File: src/rtl/nn_input_feeder_if.sv
// Bundle of the load stream, the layer request/ack pair and the layer read
// channel around nn_input_feeder.
//
// Handshake rules:
//   load stream : a sample moves on a rising clk edge where in_valid and
//                 in_ready are both high; the source holds in_data stable
//                 while in_valid is high and in_ready is low.
//   layer       : layer_req stays high until layer_ack is sampled high.
//   read port   : every cycle with rd_trig high is one read of rd_addr,
//                 answered on rd_data/rd_err one cycle later.
//
// Modports:
//   master : the loader/layer side (drives in_valid, in_data, layer_ack,
//            rd_trig, rd_addr)
//   slave  : the feeder side (drives in_ready, layer_req, rd_data, rd_err,
//            busy, done)
interface nn_input_feeder_if #(
  parameter int DATA_W = 8,
  parameter int ADDR_W = 1
);
  logic              in_valid;
  logic              in_ready;
  logic [DATA_W-1:0] in_data;
  logic              layer_req;
  logic              layer_ack;
  logic              rd_trig;
  logic [ADDR_W-1:0] rd_addr;
  logic [DATA_W-1:0] rd_data;
  logic              rd_err;
  logic              busy;
  logic              done;

  modport master (
    output in_valid, in_data, layer_ack, rd_trig, rd_addr,
    input  in_ready, layer_req, rd_data, rd_err, busy, done
  );

  modport slave (
    input  in_valid, in_data, layer_ack, rd_trig, rd_addr,
    output in_ready, layer_req, rd_data, rd_err, busy, done
  );
endinterface

File: src/rtl/nn_input_feeder.sv
// nn_input_feeder: buffers one input vector of signed Q4.4 samples from a
// valid/ready stream, then requests the layer and serves its address-indexed
// reads from the buffer with one-cycle latency until the layer acknowledges.
//
// Ports:
//   clk       : clock, all logic on posedge
//   rst       : synchronous, active-high reset
//   bus       : nn_input_feeder_if.slave (load stream, layer req/ack,
//               read channel, busy/done status)
//   state_dbg : current FSM state (0 IDLE, 1 LOAD, 2 SERVE)
//
// Samples are stored and returned bit-exact; addresses compare unsigned.
// 2**ADDR_W must be >= DEPTH.
module nn_input_feeder #(
  parameter int DATA_W = 8,
  parameter int DEPTH  = 2,
  parameter int ADDR_W = 1
) (
  input  logic                clk,
  input  logic                rst,
  nn_input_feeder_if.slave    bus,
  output logic [1:0]          state_dbg
);

  localparam int CNT_W = (DEPTH > 1) ? $clog2(DEPTH) : 1;

  typedef enum logic [1:0] {
    IDLE  = 2'd0,
    LOAD  = 2'd1,
    SERVE = 2'd2
  } state_t;

  state_t            state_q;
  state_t            state_d;
  logic [CNT_W-1:0]  count_q;
  logic [DATA_W-1:0] mem_q [DEPTH];

  logic hs;
  logic last;
  logic rd_ok;
  logic retire;
  logic in_ready_d;
  logic busy_d;
  logic req_d;
  logic done_d;

  assign hs     = bus.in_valid & bus.in_ready;
  assign last   = (count_q == CNT_W'(DEPTH - 1));
  assign retire = (state_q == SERVE) & bus.layer_ack;
  // Extra top bit so DEPTH == 2**ADDR_W still compares correctly.
  assign rd_ok  = (state_q == SERVE) &&
                  ({1'b0, bus.rd_addr} < (ADDR_W + 1)'(DEPTH));

  assign state_dbg = state_q;

  // State register
  always_ff @(posedge clk) begin
    if (rst) state_q <= IDLE;
    else     state_q <= state_d;
  end

  // Next-state logic; layer_ack only matters in SERVE
  always_comb begin
    state_d = state_q;
    case (state_q)
      IDLE, LOAD: if (hs) state_d = last ? SERVE : LOAD;
      SERVE:      if (bus.layer_ack) state_d = IDLE;
      default:    state_d = IDLE;
    endcase
  end

  // Output logic: status outputs are registered from the next state so
  // layer_req rises the cycle after the final load handshake.
  always_comb begin
    in_ready_d = (state_d != SERVE);
    busy_d     = (state_d != IDLE);
    req_d      = (state_d == SERVE);
    done_d     = retire;
  end

  always_ff @(posedge clk) begin
    if (rst) begin
      bus.in_ready  <= 1'b0;
      bus.busy      <= 1'b0;
      bus.layer_req <= 1'b0;
      bus.done      <= 1'b0;
    end else begin
      bus.in_ready  <= in_ready_d;
      bus.busy      <= busy_d;
      bus.layer_req <= req_d;
      bus.done      <= done_d;
    end
  end

  // Load counter: cleared on the final sample and on retire so the next
  // vector always starts at index 0.
  always_ff @(posedge clk) begin
    if (rst)           count_q <= '0;
    else if (retire)   count_q <= '0;
    else if (hs)       count_q <= last ? '0 : count_q + 1'b1;
  end

  // Sample buffer; contents survive done and are overwritten by the next load.
  always_ff @(posedge clk) begin
    if (rst) begin
      for (int i = 0; i < DEPTH; i++) mem_q[i] <= '0;
    end else if (hs) begin
      mem_q[count_q] <= bus.in_data;
    end
  end

  // Read port: legal reads return the buffer, illegal ones return 0 and
  // flag rd_err for one cycle; rd_data holds when no trigger.
  always_ff @(posedge clk) begin
    if (rst) begin
      bus.rd_data <= '0;
      bus.rd_err  <= 1'b0;
    end else begin
      bus.rd_err <= 1'b0;
      if (bus.rd_trig) begin
        if (rd_ok) begin
          bus.rd_data <= mem_q[bus.rd_addr];
        end else begin
          bus.rd_data <= '0;
          bus.rd_err  <= 1'b1;
        end
      end
    end
  end

endmodule

File: src/flat_wrapper.sv
// flat-port wrapper written by rule: the top's interface ports become plain ports
module nn_input_feeder_flat 
#(
  parameter int DATA_W = 8,
  parameter int DEPTH  = 2,
  parameter int ADDR_W = 1
)
  (clk, rst, state_dbg, bus_in_valid, bus_in_data, bus_layer_ack, bus_rd_trig, bus_rd_addr, bus_in_ready, bus_layer_req, bus_rd_data, bus_rd_err, bus_busy, bus_done);
  nn_input_feeder_if #(.DATA_W(DATA_W), .ADDR_W(ADDR_W)) bus_i ();
  input  logic clk;
  input  logic rst;
  output logic [1:0] state_dbg;
  input wire logic [$bits(bus_i.in_valid)-1:0] bus_in_valid;
  input wire logic [$bits(bus_i.in_data)-1:0] bus_in_data;
  input wire logic [$bits(bus_i.layer_ack)-1:0] bus_layer_ack;
  input wire logic [$bits(bus_i.rd_trig)-1:0] bus_rd_trig;
  input wire logic [$bits(bus_i.rd_addr)-1:0] bus_rd_addr;
  output wire logic [$bits(bus_i.in_ready)-1:0] bus_in_ready;
  output wire logic [$bits(bus_i.layer_req)-1:0] bus_layer_req;
  output wire logic [$bits(bus_i.rd_data)-1:0] bus_rd_data;
  output wire logic [$bits(bus_i.rd_err)-1:0] bus_rd_err;
  output wire logic [$bits(bus_i.busy)-1:0] bus_busy;
  output wire logic [$bits(bus_i.done)-1:0] bus_done;
  assign bus_i.in_valid = bus_in_valid;
  assign bus_i.in_data = bus_in_data;
  assign bus_i.layer_ack = bus_layer_ack;
  assign bus_i.rd_trig = bus_rd_trig;
  assign bus_i.rd_addr = bus_rd_addr;
  assign bus_in_ready = bus_i.in_ready;
  assign bus_layer_req = bus_i.layer_req;
  assign bus_rd_data = bus_i.rd_data;
  assign bus_rd_err = bus_i.rd_err;
  assign bus_busy = bus_i.busy;
  assign bus_done = bus_i.done;
  nn_input_feeder #(.DATA_W(DATA_W), .DEPTH(DEPTH), .ADDR_W(ADDR_W)) u_core (.clk(clk), .rst(rst), .bus(bus_i), .state_dbg(state_dbg));
endmodule
File: config.mk
export PLATFORM = sky130hd
export DESIGN_NAME = nn_input_feeder_flat
export DESIGN_NICKNAME = d
export VERILOG_FILES = /design/src/rtl/nn_input_feeder_if.sv /design/src/rtl/nn_input_feeder.sv /design/src/flat_wrapper.sv
export SDC_FILE = /design/constraint.sdc
export NUM_CORES = 1
export LEC_CHECK = 0
export CAP_MARGIN = 25
export CORE_MARGIN = 2
export CORE_UTILIZATION = 48
export CTS_CLUSTER_SIZE = 25
export DETAILED_ROUTE_END_ITERATION = 12
export PLACE_DENSITY_LB_ADDON = 0.15
export SLEW_MARGIN = 10
export SYNTH_ARGS = -nofsm -noshare
export SYNTH_HDL_FRONTEND = slang
export SYNTH_SLANG_ARGS = --single-unit
File: constraint.sdc
create_clock -name clk -period 1.5 [get_ports clk]
set_input_delay 0.3 -clock clk [delete_from_list [all_inputs] [get_ports clk]]
set_output_delay 0.3 -clock clk [all_outputs]
set_load 0.05 [all_outputs]
Word-level counts from Yosys, hierarchy flattened
Memory sizes are Yosys's and may differ from the RTL's. Cells that the tools add are included.

Register bits after elaboration: 16. Output and inout port bits: 15. Bits in writable memories: 16. Bits of input ports: 14. Logic and storage cells: 38. Memories kept: 1.

Bitwise gates (word level): 3. Equality and inequality tests: 4. $add $sub $neg: 1. Reduce and logical (&&, ||, !) cells: 6. Multiplexer cells: 15.

Memory list: u_core.mem_q (depth 2, bits a word 8, rd ports 1, clocked after Yosys merged registers in 0, write ports 2, RTL line nn_input_feeder.sv:36) `logic [DATA_W-1:0] mem_q [DEPTH];`.

Operators by type and width (count): 8-bit two-way mux (2); 1-bit two-way mux (9); 8-bit OR reduction (1); 2-bit two-way mux (3); 2-bit OR reduction (3); 2-bit == test (second input constant) (2); 2-bit case mux with 2 select lines (1); 1-bit AND (2); 2-bit by 1-bit == test with 1-bit output (second input constant) (1); 2-bit zero test (1); 2-bit inequality test (second input constant) (1); 2-bit nonzero test (1); 1-bit adder (second input constant) (1); 1-bit NOT (1).

Logic depth before layout (Yosys ltp)
Depth after elaboration: 6. Depth in mapped cells: 3. Mapped depth without buffers: 2.

Least setup slack after synthesis
Ideal clock, no wire load.

Path kind: reg2reg. Start point: register u_core.bus.in_ready. End point: memory u_core.mem_q[0][0] (enable). Library setup time: 0.334 ns. Cell stages (with the launch flop): 3. Arrival: 1.212 ns. Buffers on the path: 0. Setup slack: -0.046 ns. Cell sequence: dfxtp_1 -> nand3b_1 -> nand2b_1.

RTL lines: start: declaration (RTL line nn_input_feeder_if.sv:40) `output in_ready, layer_req, rd_data, rd_err, busy, done`; start signal: assignment (RTL line nn_input_feeder.sv:88) `bus.in_ready <= in_ready_d;`; end: declaration (RTL line nn_input_feeder.sv:36).

==> metrics.csv <==
stage,metric,value,unit
pwr,peakVddDrop,0.936,mV
global_route,grt_overflow,0,
cts,h-tree-depth,2,
synth,synth.area.top_cells,"edfxtp_1 (38%), dfxtp_1 (25%), and2_1 (8.0%)",
global_route,first_global_vias,814,
synth,synthArstFlopShare,0,
worst_setup_path,rr_startpoint,u_core.state_dbg[1]$_SDFF_PP0_,
layout,diodes,0,
layout,syn_to_final_growth,49.2,%
hold_path,worstHoldStart,u_core.bus.rd_data[2]$_SDFFE_PP0P_,
cts,clock_tree.root_cell,clkbuf_4,
worst_setup_path,crit_required,1.75,ns
placed_design,placed_area,0.00180,mm2
hold_path,whs_endpoint,u_core.bus.rd_data[2]$_SDFFE_PP0P_,
synth,synth-edff-count,16,
worst_setup_path,reg2reg_depth,2,
hold_path,hold_path_depth,1,
synth,synth-main-ff-cell,edfxtp_1,
hold_path,hp-class,register to register,
synth,synth-seq-area-share,0.637,
worst_setup_path,critical_path_arrival,1.58,ns
worst_setup_path,path_max_fanout,8,
synth,synth_cells,89,
pwr,power_frac_comb,0.115,
detailed_routing,ant_nets,0,
synth,synth_area,0.00126,mm2
timing,max_freq,753,MHz
layout,fill_cells,174,
cts,hold_buffers,0,
global_route,grt_pass1_wl,3720,um
synth,synthTopCellsByCount,"and2_1 (16), dfxtp_1 (16), edfxtp_1 (16)",
worst_setup_path,r2r_end,u_core.bus.busy$_SDFF_PP0_,
detailed_routing,vias,839,
placed_design,hpwl,1660,um
die,dieWidth,55.2,um
pwr,sw_frac_of_total,0.218,
synth,ys_seq_elements,32,
die,die_h,55.2,um
cts,clk_latency,0.32,ns
synth,synthMuxAreaShare,0.0637,
worst_setup_path,critPathLaunchType,primary input,
timing,rsz0062_at_grt,false,
die,coreArea,0.00248,mm2
timing,hold_slack,0.511,ns
synth,synth-simple-area-share,0.164,
pwr,p_int,1.42,mW
timing,setup_viol,0,
detailed_routing,wire_per_inst,14.1,um
cts,cts_buffers,5,
global_route,antenna_found_initial,0,
synth,synth_top_area_cell,edfxtp_1,
detailed_routing,dr.first_iter.drc_count,5,
synth,syn_area_per_cell,14.1,um2
placed_design,port_buffers,28,
placed_design,gp_congestion,0.772,
synth,synth_top_area_frac,0.382,
die,ios,29,
detailed_routing,drc,0,
worst_setup_path,cp-end-kind,register,
worst_setup_path,regToRegSetupSlack,0.34,ns
timing,finalCritPeriodShare,0.886,
pwr,p_leak,0.734,nW
synth,syn_nets,103,
pwr,power_frac_clock,0.347,
die,initial_utilization,0.507,
pwr,seq_power_share,0.538,
detailed_routing,wl,2290,um
pwr,pwr_density_cell,968,mW/mm2
cts,cts_setup_buffers,0,
die,rows,18,
detailed_routing,drtPass1Iterations,4,
timing,worst-slew-pin-transition,0.531,ns
synth,ys_types,25,
cts,cts_tree,yes,
cts,clock_sinks,32,
synth,synth-compound-area-share,0.123,
synth,yosys_warnings,0,
synth,synth_top_family_by_area,simple AND/OR/NAND/NOR gates,
timing,skew,0.00890,ns
timing,report.final.slew_viol_count,0,
layout,fin_area,0.00187,mm2
cts,clockBufferDepth,2,
timing,relSlewSlack,0.644,
layout,final_nets,145,
pwr,p_sw,0.395,mW
synth,synth_xor_area_frac,0,
global_route,grt_max_degree,11,
detailed_routing,via_per_inst,5.18,
run_status,status,completed,
cts,cts_resized,0,
timing,hold_viol,0,
layout,drive_above_1_share,0.303,
timing,period_minus_slack,1.33,ns
flow_run,maxCapViolCount,0,
cts,clk_pin_slew,0.09,ns
die,fp.dieArea,0.00304,mm2
synth,synthAdderAreaFrac,0,
worst_setup_path,path_class,primary input to register,
global_route,grt_usage,0.187,
## layout make-up
class | instances | area (um2) | area share
Clock buffer | 6 | 41.3 | 0.0220
Clock inverter | 2 | 35.0 | 0.0187
Multi-Input combinational cell | 54 | 440 | 0.235
Sequential cell | 32 | 802 | 0.428
Tap cell | 30 | 37.5 | 0.0200
Timing Repair Buffer | 38 | 518 | 0.276
## power by group through the flow
stage / Sequential, mW / Clock [mW] / Combinational [mW]
final: 0.977 / 0.629 / 0.209
after global routing: 0.981 / 0.693 / 0.222
after CTS: 0.977 / 0.644 / 0.211
after detailed placement: 0.997 / 0 / 0.210
after global placement: 0.995 / 0 / 0.206
after floorplan: 1.02 / 0 / 0.0637
## cell families (layout without fill, tap and decap cells)
| logic type | after synthesis | after routing |
|---|---|---|
| flops | 32 | 32 |
| simple gates | 29 | 29 |
| compound gates | 17 | 17 |
| mux | 8 | 8 |
| buf+inv | 3 | 46 |
## worst max-delay path, stage by stage
cell and delay (ns):
clkdlybuf4s50_1 0.51, buf_4 0.19, nor2_1 0.41, o2bb2ai_1 0.17
## layout by cell type, fill, tap and decap left out
cell             synthesis  routed
and4b_1                  2       2
nand4bb_1                1       1
dfxtp_2                  0       1
nor3_1                   1       1
nand2b_1                 1       1
clkinv_2                 0       1
mux2i_1                  8       8
clkdlybuf4s50_1          0      13
a21bo_2                  2       2
bufinv_16                0       1
and2_1                  16      16
o2bb2ai_1                8       8
nor2_1                   1       1
buf_4                    0       9
and3b_1                  1       1
clkbuf_1                 0       1
nand3b_1                 1       1
or4b_1                   1       1
dfxtp_1                 16      15
and4bb_2                 1       1
o31ai_1                  1       1
nor3b_1                  2       2
a221oi_2                 1       1
o21ba_2                  2       2
buf_12                   0      16
nor2b_1                  1       1
a31o_2                   1       1
edfxtp_1                16      16
clkbuf_4                 0       5
a21oi_1                  1       1
a211oi_1                 1       1
## worst max path at each step
stage,startpoint,to,cells past startpoint
after floorplan,u_core.state_dbg[1]$_SDFF_PP0_,u_core.bus.busy$_SDFF_PP0_,2
after global placement,rst,u_core.mem_q[1][2]$_SDFFCE_PN0P_,3
after detailed placement,rst,u_core.bus.rd_data[3]$_SDFFE_PP0P_,4
after CTS,u_core.state_dbg[1]$_SDFF_PP0_,state_dbg[1],1
after global routing,rst,u_core.bus.rd_data[3]$_SDFFE_PP0P_,4
final,rst,u_core.bus.rd_data[4]$_SDFFE_PP0P_,4
## through the flow
step | TNS [ns] | power (mW) | utilization | instances | setup slack (ns)
after CTS | 0 | 1.83 | 0.757 | 162 | 0.170
after floorplan | 0 | 1.08 | - | 89 | 0.193
after global routing | 0 | 1.90 | 0.757 | 162 | 0.0964
final | 0 | 1.81 | 0.757 | 162 | 0.171
after global placement | -3.26 | 1.20 | 0.726 | 154 | -0.140
after detailed placement | -4.63 | 1.21 | 0.726 | 154 | -0.168
## routing by layer
layer	up-vias	part of all wire	global-route usage	wire length, um
met5	-	0	0	0
met4	0	0.016	0.0976	36
met3	5	0.038	0.0591	88
met2	17	0.51	0.298	1180
met1	388	0.43	0.227	988
li1	429	-	-	-
## state kept, by name, summed over array words and instances (netlist names)
name / count
u_core.bus.busy: 1
u_core.bus.done: 1
u_core.bus.in_ready: 1
u_core.bus.layer_req: 1
u_core.bus.rd_data: 8
u_core.bus.rd_err: 1
u_core.count_q: 1
u_core.mem_q: 16
u_core.state_dbg: 2
Power figures use the tool's default switching activity.
